`src/rtl/pwm_multi.sv`:
```
// Multi-channel PWM generator with shadowed settings, edge/center-aligned counting and boundary-synchronous updates.
// Optional feature macro: PWM_PRESCALER_EN adds the prescale port and a tick divider in front of the counter.
module pwm_multi #(
    parameter int WIDTH      = 8,
    parameter int CHANNELS   = 4,
    parameter int PRESCALE_W = 8
) (
    input  logic                      clk,
    input  logic                      rst,
    input  logic                      enable,
    input  logic                      load,
    input  logic [WIDTH-1:0]          period,
    input  logic [CHANNELS*WIDTH-1:0] duty,
    input  logic                      mode,
    input  logic [CHANNELS-1:0]       polarity,
`ifdef PWM_PRESCALER_EN
    input  logic [PRESCALE_W-1:0]     prescale,
`endif
    output logic [CHANNELS-1:0]       pwm_out,
    output logic                      period_end,
    output logic                      pending
);

    logic [WIDTH-1:0]          r_cnt;
    logic                      r_dirDown;
    logic [WIDTH-1:0]          r_shPeriod;
    logic [CHANNELS*WIDTH-1:0] r_shDuty;
    logic                      r_shMode;
    logic [CHANNELS-1:0]       r_shPol;
    logic [WIDTH-1:0]          r_pdPeriod;
    logic [CHANNELS*WIDTH-1:0] r_pdDuty;
    logic                      r_pdMode;
    logic [CHANNELS-1:0]       r_pdPol;
    logic                      r_pending;
    logic [CHANNELS-1:0]       r_pwm;
    logic                      r_periodEnd;

    logic                      w_tick;
    logic                      w_atEnd;
    logic                      w_boundary;
    logic                      w_nextMode;
    logic [WIDTH-1:0]          w_nextPeriod;
    logic [WIDTH-1:0]          w_cntNext;
    logic                      w_dirNext;
    logic [CHANNELS-1:0]       w_raw;

`ifdef PWM_PRESCALER_EN
    logic [PRESCALE_W-1:0]     r_prescaleCnt;

    // >= keeps the divider from overrunning when prescale is lowered live
    assign w_tick = (r_prescaleCnt >= prescale);

    always_ff @(posedge clk or negedge rst) begin
        if (!rst) begin
            r_prescaleCnt <= '0;
        end else if (!enable || w_tick) begin
            r_prescaleCnt <= '0;
        end else begin
            r_prescaleCnt <= r_prescaleCnt + 1'b1;
        end
    end
`else
    // Without the divider every cycle is a tick; the width check only ties off the parameter.
    assign w_tick = (PRESCALE_W >= 1);
`endif

    assign w_atEnd    = r_shMode ? ((r_shPeriod == '0) || (r_dirDown && (r_cnt == '0)))
                                 : (r_cnt == r_shPeriod);
    assign w_boundary = w_tick && w_atEnd;

    // Settings that will be active after the boundary: a coincident load wins over pending values.
    always_comb begin
        w_nextMode   = r_shMode;
        w_nextPeriod = r_shPeriod;
        if (load) begin
            w_nextMode   = mode;
            w_nextPeriod = period;
        end else if (r_pending) begin
            w_nextMode   = r_pdMode;
            w_nextPeriod = r_pdPeriod;
        end
    end

    always_comb begin
        w_cntNext = r_cnt;
        w_dirNext = r_dirDown;
        if (!enable) begin
            w_cntNext = '0;
            w_dirNext = 1'b0;
        end else if (w_boundary) begin
            w_dirNext = 1'b0;
            // Center mode resumes at 1 because the boundary tick already sat at 0.
            if ((w_nextMode != r_shMode) || !w_nextMode || (w_nextPeriod == '0)) begin
                w_cntNext = '0;
            end else begin
                w_cntNext = {{(WIDTH-1){1'b0}}, 1'b1};
            end
        end else if (w_tick) begin
            if (!r_shMode) begin
                w_cntNext = r_cnt + 1'b1;
            end else if (!r_dirDown) begin
                if (r_cnt == r_shPeriod) begin
                    w_cntNext = r_cnt - 1'b1;
                    w_dirNext = 1'b1;
                end else begin
                    w_cntNext = r_cnt + 1'b1;
                end
            end else begin
                w_cntNext = r_cnt - 1'b1;
            end
        end
    end

    always_ff @(posedge clk or negedge rst) begin
        if (!rst) begin
            r_cnt     <= '0;
            r_dirDown <= 1'b0;
        end else begin
            r_cnt     <= w_cntNext;
            r_dirDown <= w_dirNext;
        end
    end

    always_ff @(posedge clk or negedge rst) begin
        if (!rst) begin
            r_shPeriod <= '0;
            r_shDuty   <= '0;
            r_shMode   <= 1'b0;
            r_shPol    <= '0;
            r_pdPeriod <= '0;
            r_pdDuty   <= '0;
            r_pdMode   <= 1'b0;
            r_pdPol    <= '0;
            r_pending  <= 1'b0;
        end else if (!enable) begin
            if (load) begin
                r_shPeriod <= period;
                r_shDuty   <= duty;
                r_shMode   <= mode;
                r_shPol    <= polarity;
                r_pending  <= 1'b0;
            end
        end else if (w_boundary) begin
            if (load) begin
                r_shPeriod <= period;
                r_shDuty   <= duty;
                r_shMode   <= mode;
                r_shPol    <= polarity;
            end else if (r_pending) begin
                r_shPeriod <= r_pdPeriod;
                r_shDuty   <= r_pdDuty;
                r_shMode   <= r_pdMode;
                r_shPol    <= r_pdPol;
            end
            r_pending <= 1'b0;
        end else if (load) begin
            r_pdPeriod <= period;
            r_pdDuty   <= duty;
            r_pdMode   <= mode;
            r_pdPol    <= polarity;
            r_pending  <= 1'b1;
        end
    end

    always_comb begin
        w_raw = '0;
        for (int i = 0; i < CHANNELS; i++) begin
            w_raw[i] = (r_cnt < r_shDuty[i*WIDTH +: WIDTH]);
        end
    end

    always_ff @(posedge clk or negedge rst) begin
        if (!rst) begin
            r_pwm       <= '0;
            r_periodEnd <= 1'b0;
        end else if (!enable) begin
            r_pwm       <= r_shPol;
            r_periodEnd <= 1'b0;
        end else begin
            r_pwm       <= w_raw ^ r_shPol;
            r_periodEnd <= w_boundary;
        end
    end

    assign pwm_out    = r_pwm;
    assign period_end = r_periodEnd;
    assign pending    = r_pending;

endmodule

```
`config.mk`:
```
export PLATFORM = sky130hd
export DESIGN_NAME = pwm_multi
export DESIGN_NICKNAME = d
export VERILOG_FILES = /design/src/rtl/pwm_multi.sv
export SDC_FILE = /design/constraint.sdc
export NUM_CORES = 1
export LEC_CHECK = 0
export CORE_AREA = 2 2 85 148
export DETAILED_ROUTE_END_ITERATION = 10
export DIE_AREA = 0 0 87 150
export PLACE_DENSITY_LB_ADDON = 0.08
export SLEW_MARGIN = 20
export SYNTH_ARGS = -nofsm -noshare
export SYNTH_HDL_FRONTEND = slang
export SYNTH_SLANG_ARGS = --single-unit
```
`constraint.sdc`:
```
create_clock -name clk -period 3.3 [get_ports clk]
set_clock_uncertainty 0.05 [all_clocks]
set_input_delay 0.33 -clock clk [delete_from_list [all_inputs] [get_ports clk]]
set_output_delay 0.33 -clock clk [all_outputs]
set_load 0.01 [all_outputs]
```
# After elaboration in Yosys (flattened, before gate mapping)
# Cells that the tools add are included.
# op_classes
n_eq_ne	5
reduce_logical	14
n_addsub	2
magnitude_cmp	4
bitwise_logic	2
mux	38
# op_table
op	count
two-way mux 32 bit	5
two-way mux 8 bit	10
less-than comparator 8 bit	4
zero test 8 bit	3
two-way mux 4 bit	6
two-way mux 1 bit	17
adder 8 x 1 -> 8 bit (second input constant)	1
equality test 8 bit	1
subtractor 8 x 1 -> 8 bit (second input constant)	1
AND reduction 3 bit	2
AND reduction 2 bit	2
nonzero test 2 bit	2
bitwise XOR 4 bit	1
logical OR 1 bit	3
!= test 3 x 1 -> 1 bit (second input constant)	1
!= test 3 bit (second input constant)	1
!= test 2 x 1 -> 1 bit (second input constant)	1
logical AND 1 bit	1
zero test 1 bit	1
!= test 1 bit	1
NOT 1 bit	1
# word_totals
ff_bits	105

# Logic depth before layout (Yosys ltp)
# Gate-level depths: netlist of run 1.
# logic_depth
ltp_word	8
mapped_depth	8
depth_no_buf	7

# Worst setup path after synthesis of run 1
# No wires, ideal clock.
# synth_timing
path_kind	reg-to-reg
startpoint	register r_cnt[2]
endpoint	register r_shPeriod[0]
path_slack_ns	1.181
setup_ns	0.125
period_less_slack_ns	2.119
path_stages_with_launch	9
t_required_ns	3.125
arrival_time_ns	1.943
cell_sequence	dfrtp_1 -> buf_2 -> xnor2_1 -> nand4_1 -> o21bai_1 -> and3_4 -> a21o_1 -> buf_6 -> mux2_4
# synth_via
elab_chain_len	6
elab_cells_between_ends	7
classes_between	2 x eq/ne; 1 x mux; 4 x reduce/logical
# synth_lines
element	line	rtl
from (decl)	24	logic [WIDTH-1:0] r_cnt;
from (signal assigned)	119	r_cnt <= w_cntNext;
zero test 8 bit	67	assign w_atEnd = r_shMode ? ((r_shPeriod == '0) || (r_dirDown && (r_cnt == '0)))
logical AND 1 bit	67	
logical OR 1 bit	67	
two-way mux 1 bit (*)	67	
!= test 2 x 1 -> 1 bit (no line) (*)	-	
AND reduction 2 bit (no line) (*)	-	
to (signal assigned)	137	r_shPeriod <= period;
to (signal assigned)	145	r_shPeriod <= period;
to (signal assigned)	150	r_shPeriod <= r_pdPeriod;
to (decl)	26	logic [WIDTH-1:0] r_shPeriod;
# Mark *: on every way between the ends. The rest lies on a longest branch, timed or not.
# A chain may end at the register's enable or synchronous reset.

# Final worst setup path of run 1
# layout_timing
startpoint	register r_cnt[3]
endpoint	register r_shPeriod[2]
# Same word-level chain as after synthesis.

==> results of run 1 <==
-- flip-flops by register name, indices dropped and copies added (netlist names), 4 cells and up --
signal,cells
pwm_out,4
r_cnt,8
r_pdDuty,32
r_pdPeriod,8
r_pdPol,4
r_shDuty,32
r_shPeriod,8
r_shPol,4
-- path summary, 6_finish.rpt --
| check | depth (start not counted) | slack (ns) | endpoint | from |
|---|---|---|---|---|
| max | 6 | 0.61 | r_shPeriod[2] | r_cnt[3] |
| min | 1 | -0.02 | r_pdPeriod[6] | rst |
| max reg2reg | 6 | 0.61 | r_shPeriod[2] | r_cnt[3] |
| min reg2reg | 1 | 0.43 | pwm_out[2] | r_shPol[2] |
| max in group asynchronous | 2 | 2.48 | r_cnt[6] | rst |
| min in group clk | 1 | 0.43 | pwm_out[2] | r_shPol[2] |
-- synth_stat cells, drive strengths merged --
library cell	count	share of area, %
a2bb2oi	2	0.30
nand2b	6	0.64
xor2	4	0.60
a211oi	10	1.3
and2	2	0.21
mux2i	46	7.9
xnor2	9	1.4
o21bai	2	0.32
and3	4	0.52
a31oi	1	0.11
o21a	6	0.77
a32o	1	0.17
clkbuf	10	0.64
nand3b	2	0.26
buf	18	2.1
o31ai	1	0.13
a21boi	1	0.13
nor3	6	0.60
nand4	3	0.32
o21ai	49	4.2
nand3	6	0.52
o22ai	1	0.11
o211ai	1	0.13
a2111oi	3	0.45
and4	3	0.45
mux2	53	13
a21oi	13	1.3
a41o	2	0.37
or4	2	0.26
a21o	10	1.3
ha	31	6.7
o2bb2a	1	0.34
nand2	52	3.5
nor2	15	0.97
o221ai	1	0.26
dfrtp	105	45
nor2b	3	0.32
inv	36	2.3
-- critical path, stage by stage (launching register included) --
cell and delay, ns:
dfrtp_1 0.69, xnor2_1 0.19, nand4_1 0.20, o21bai_1 0.42
and3_4 0.27, a21o_1 0.40, mux2_4 0.34
-- area by class of cell --
cell class / count / area, sq um / share of cell area, %
clock buffer: 9 / 225.2 / 3.289
clock inverter: 5 / 81.33 / 1.188
inverter: 36 / 135.1 / 1.974
multi-input combinational: 352 / 2920 / 42.65
sequential: 105 / 2628 / 38.38
tap: 137 / 171.4 / 2.504
timing repair buffer: 67 / 685.7 / 10.01
-- report_power, final --
| group | leakage, nW | total [W] | switching [W] | internal, W |
|---|---|---|---|---|
| clock network | 0.148 | 0.00113 | 0.000476 | 0.000659 |
| registers | 1.27 | 0.00209 | 0.000343 | 0.00175 |
| logic | 1.97 | 0.00153 | 0.000674 | 0.000857 |
| total | 3.38 | 0.00476 | 0.00149 | 0.00326 |
-- stage by stage --
| stage | setup slack [ns] | instances | hold WS (ns) | power [W] | area (sq um) |
|---|---|---|---|---|---|
| 6_report | 0.6107 | 711 | -0.02447 | 0.004756 | 6847 |
| 5_1_grt | 0.4219 | 711 | 0.02574 | 0.005106 | 6847 |
| 4_1_cts | 0.5857 | 711 | 0.003726 | 0.004808 | 6847 |
| 3_5_place_dp | 0.6038 | 697 | 0.3722 | 0.003660 | 6540 |
| 3_3_place_gp | 0.6528 | 697 | 0.3692 | 0.003608 | 6540 |
| 2_1_floorplan | 1.181 | 521 | -0.01559 | 0.003158 | 5827 |
-- logic make-up after synthesis --
family          share of synthesized area (%)
mux                                     21.04
xor+xnor                                1.954
buf+inv                                 5.025
flops                                   45.09
fa+ha+maj                               6.657
simple gates                            8.546
compound gates                          11.68
-- routing by layer --
layer | part of all wire [%] | GRT usage, %
met1 | 43 | 25.08
met3 | 2.5 | 2.923
met2 | 53 | 35.69
met5 | 0 | 0
met4 | 2.1 | 6.719
==> out/summary.md, run 1 <==
The flow ran to the end, but the final reports show violations. The checks that failed: hold timing. The clock-pin slew of the registers on the worst-case setup and hold paths was 0.07 ns.

For the setup total negative slack, the log shows 0 ns. The most frequent standard cell in the layout excluding fill and tap cells was dfrtp_1. In this run the static leakage power is 3.384 nW. Insertion delay to the later sink of the worst-skew pair: 0.34 ns. The minimum clock period after layout was 2.689 ns; the global-route wire length before repair was 20650 um.

The logs give 0 for the final setup violation count and 52.57% for the worst-case headroom to the max-slew limit. The starting density of the core was 49.09%; the fraction of final layout cells with drive strength greater than 1 was 15.68%. In this run the worst path has a maximum fanout of 11. The worst setup path is captured at a flip-flop. STA puts the critical path data arrival time at 2.87 ns. In this run the cell area of the synthesized design comes to 5827 sq um. The final core utilization was 57.68%; the post-DP HPWL was 8950 um. The number of remaining DRC errors was 0; the number of I/O port buffers was 54. During synthesis, Yosys emitted a total of 0 warnings. The tools report the TritonCTS sink count as 105.

Number of max-cap violations: 0. The total track usage was 20.30%; the number of antenna violations at the first check in global routing was 0. The post-synthesis area per instance was 11.18 sq um; the number of iterations in the first detailed-routing pass was 4. For the number of endpoints with negative hold slack in the final report, the log shows 17. The final antenna-violating net count is 0.

The tools report the endpoint required time on the critical path as 3.48 ns. The number of vias in the routed layout was 3902; the post-synthesis to final-layout area growth was 17.50%. Dividing the detail-routed wire length by the instance count gives 17.45 um.

For the filler cell count in the final layout, the log shows 1036. Wires add up to 12410 um. The number of rows created at floorplan was 53; the height of the die was 150 um. The floorplan step defined a core boundary enclosing 11870 sq um. Chip width: 87 um. Timing would allow up to 371.8 MHz.

The post-cts hold buffer count is 0, and the worst-case hold slack is -0.02447 ns. The die area is 13050 sq um, and the number of pins exceeding their max-slew limit in the final report is 0. TritonCTS built the clock tree.

After clock tree synthesis, the setup repair step added 0 buffers. After synthesis the netlist holds a flip-flop and latch count of 105. After clock tree synthesis, the repair step resized 0 gates. In the layout the commonest cells are 105 x dfrtp_1, 53 x clkdlybuf4s50_1, 51 x nand2_1. Routability-driven placement finished with a final weighted congestion of 0.8441. Of the synthesized area, sequential elements account for 45.09%.

The logs give 9 for the number of buffers created by CTS and 4053 for the via count of the first global-routing pass. The net count after synthesis was 601. At the pin with the least slew margin, the transition time is 0.6936 ns.

Pin placement for this block handled 55 I/O pins. The type of the tightest min-delay check is in2async. The final layout contains 651 nets.

The global route total overflow is 0. The worst setup path is launched from a flip-flop. The clock passes through at most 2 buffers. The synthesized netlist cell count is 521, and the largest voltage drop on the vdd net is 292.7 uV. Maximum number of pins on one net before global-route repair: 57. Per-cell via count in the routed design: 5.488. The diode insertion count for antenna repair was 0. The first routing iteration left 197 violations. The critical path in this run is classified as reg2reg. In this run the power density over the cells is 694.7 nW/um^2.

In this run the clock root is driven by a clkbuf_16. The H-tree generated during clock tree synthesis spans 3 levels. The number of distinct library cells after synthesis was 49; the period utilization was 81.50%. Setup repair after global routing left no endpoint under its margin.
Note: power is estimated with default switching activity, not from simulation.
==> run 2: changes to the inputs <==
==> constraint.sdc (replaced) <==
create_clock -name clk -period 2.2 [get_ports clk]
set_clock_uncertainty 0.05 [all_clocks]
set_input_delay 0.22 -clock clk [delete_from_list [all_inputs] [get_ports clk]]
set_output_delay 0.22 -clock clk [all_outputs]
set_load 0.01 [all_outputs]
==> run 2 against run 1 <==
The run now ends clean. Count of clock-buffer cells in the layout did not move. Highest routed layer unchanged. Cell count rose by 5.2%. Power rose by 55%. Wire length rose by 2.5%. First-iteration DRC count fell by 21%. Cell area rose by 5.6%. Non-clock buffer count rose by 35. Critical endpoint is now r_pdPol[1]. Global-route usage rose by 0.49 points. Clock power rose by 47%.
==> out/summary.md, run 2 (synthesized netlist as in run 1, its figures left out) <==
The run finished with clean final reports. The TritonCTS sink count came out at 105. In the routed design, unresolved DRC markers number 0.

At the worst endpoint, the required time is 2.39 ns. The worst setup path is launched from a flip-flop. TritonCTS built the clock tree. The repair_antennas step left the layout with diodes totalling 0. At the placement stage, the worst setup path has a slack of -0.09463 ns. For this run, the top clock speed supported by timing is 463.4 MHz. For the number of antenna violations at the first check in global routing, the log shows 0. The finished cells cover 7231 sq um. For the worst-case hold slack, the log shows 0.2584 ns. On the critical path, the stage with the largest delay is an instance of or4_4. In the final layout, the share of cells above drive strength 1 is 22.59%.

The via count of the first global-routing pass was 4266. The area inside the core boundary was 11870 sq um; the number of H-tree levels was 3. The startpoint identified for the worst register-to-register timing path is r_shPeriod[0].

The number of clock buffers added by TritonCTS is 9. Number of rows created at floorplan: 53. In the routed layout, each cell is associated on average with a via count of 5.421. The critical path goes through or4_4 > o21ai_2 > a41o_2 > a21oi_4 > nand2_4 > buf_12 > mux2_2. The logs give 0.04 ns for the register-to-register path setup slack and 0.04205 ns for the post-layout worst setup margin. The tools report the starting density of the core as 49.09%. In this run the horizontal extent of the chip is 87 um. The routed layout has 4055 vias.

The placed instances occupy a cell area of 6810 sq um. The final antenna-violating net count came out at 0. Most frequent standard cell in the layout excluding fill and tap cells: dfrtp_1. The total track usage is 20.78%, and the number of endpoints with negative hold slack in the final report is 0. The first routing iteration left 156 violations. The worst pin sits at a relative slew slack of 69.90%.

The minimum clock period after layout is 2.158 ns, and the final weighted congestion in routability-driven placement is 0.9810. For this block, the routed nets add up to 12720 um of wire. The height of the die came out at 150 um. The worst-case IR drop observed on VDD is 515.9 uV. The die area is 13050 sq um, and the number of I/O port buffers is 54. The analysis attributes to cell leakage a power of 3.606 nW. The tree is rooted in a clkbuf_16.

The maximum buffer depth of the clock tree came out at 2. The period utilization works out to 98.09%. Nature of the critical path endpoint: a flip-flop. The final setup violation count was 0.

After the last flow step, the layout net total stands at 686. The type of the tightest min-delay check is in2async. The later pin in the worst-skew pair is clocked with a latency of 0.35 ns.

The area growth from synthesis to layout is 24.09%. The total overflow left after global routing is 0. The tool flagged a number of max-cap violations equal to 0. The maximum number of pins on one net before global-route repair came out at 53. The boundary pin count was 55; the global-route wire length before repair was 20820 um. In this run the critical register-to-register path is captured at r_pdPol[1]. For the pin with the worst max-slew slack, the measured transition is 0.4402 ns. Fill cells in the final layout number 984. After layout, the design draws a total of 0.007367 W. The worst reg-to-reg path cell count was 7; the number of iterations in the first detailed-routing pass was 4. Dividing the detail-routed wire length by the instance count gives 17.00 um. The critical-path maximum fanout was 15.

The category of the critical setup timing path is reg2reg. The largest registers in the layout are r_pdDuty: 32 flops, r_shDuty: 32 flops. Dividing total power by cell area gives a power density of 1019 nW/um^2.

After clock tree synthesis, the clock-pin slew on the worst setup and hold paths is 0.08 ns. The data arrival time of the worst path is 2.35 ns. The number of pins exceeding their max-slew limit in the final report is 0. In the layout the commonest cells are 103 x dfrtp_1, 53 x clkdlybuf4s50_1, 51 x nand2_1. The post-DP HPWL was 9288 um; the delay contributed by the slowest stage of the critical path was 0.54 ns. For the final routed database, the setup TNS stands at 0 ns.
## run 2: cell count changes in the layout (fill, tap and decap cells not counted), sizes merged
cell / previous run / this run
clkbuf: 9 / 10
bufinv: 2 / 1
dlygate4sd3: 0 / 1
buf: 14 / 47
clkinv: 1 / 3
inv: 37 / 39
clkinvlp: 1 / 0
## run 2: metal layers
| metal | GRT usage, % | share of wire (%) | up-vias |
|---|---|---|---|
| li1 | - | - | 2002 |
| met1 | 24.15 | 41 | 1968 |
| met2 | 37.06 | 53 | 63 |
| met3 | 3.034 | 2.4 | 22 |
| met4 | 9.141 | 2.8 | 0 |
| met5 | 0 | 0 | - |
## run 2: report_power, final
group          switching, W  leakage [nW]  internal, W
clock network      0.000764         0.152     0.000898
logic               0.00116          2.19      0.00148
registers          0.000440          1.27      0.00263
total               0.00236          3.61      0.00501
## run 2: worst max-delay path by stage
stage,slack [ns],from,depth (start not counted),to
final,0.04,r_shPeriod[0],7,r_pdPol[1]
after CTS,0.0007,pending,6,r_cnt[0]
after detailed placement,-0.09,load,7,r_cnt[0]
after floorplan,0.08,r_cnt[2],8,r_shPeriod[0]
after global routing,-0.03,r_shPeriod[4],8,r_cnt[2]
after global placement,-0.04,load,7,r_cnt[0]
## run 2: layout make-up
| class | count | area (sq um) | share of cell area [%] |
|---|---|---|---|
| multi-input cells | 352 | 2985 | 41.29 |
| clock inverters | 7 | 77.57 | 1.073 |
| clock buffers | 9 | 225.2 | 3.115 |
| inverters | 36 | 135.1 | 1.869 |
| flip-flops and latches | 105 | 2630 | 36.37 |
| repair buffers | 102 | 1006 | 13.91 |
| well taps | 137 | 171.4 | 2.371 |
## run 2: worst max-delay path, delay by kind of cell, from the launching register on
family                 cells  cell delay [ns]
buffers and inverters      1             0.18
AOI/OAI and AO/OA          3             0.40
muxes                      1             0.35
DFF                        1             0.38
and+or+nand+nor            2             0.69
## run 2: per-stage QoR
stage,cells,utilization [%]
5_1_grt,748,60.91
2_1_floorplan,521,-
4_1_cts,745,60.01
3_3_place_gp,728,57.37
3_5_place_dp,728,57.37
6_report,748,60.91
## run 2: timing repair
item,CTS,global route
gates resized for setup,0,15
endpoints found under the hold margin,21,0
hold buffers,1,0
setup endpoints to repair,0,72
buffers inserted,0,2
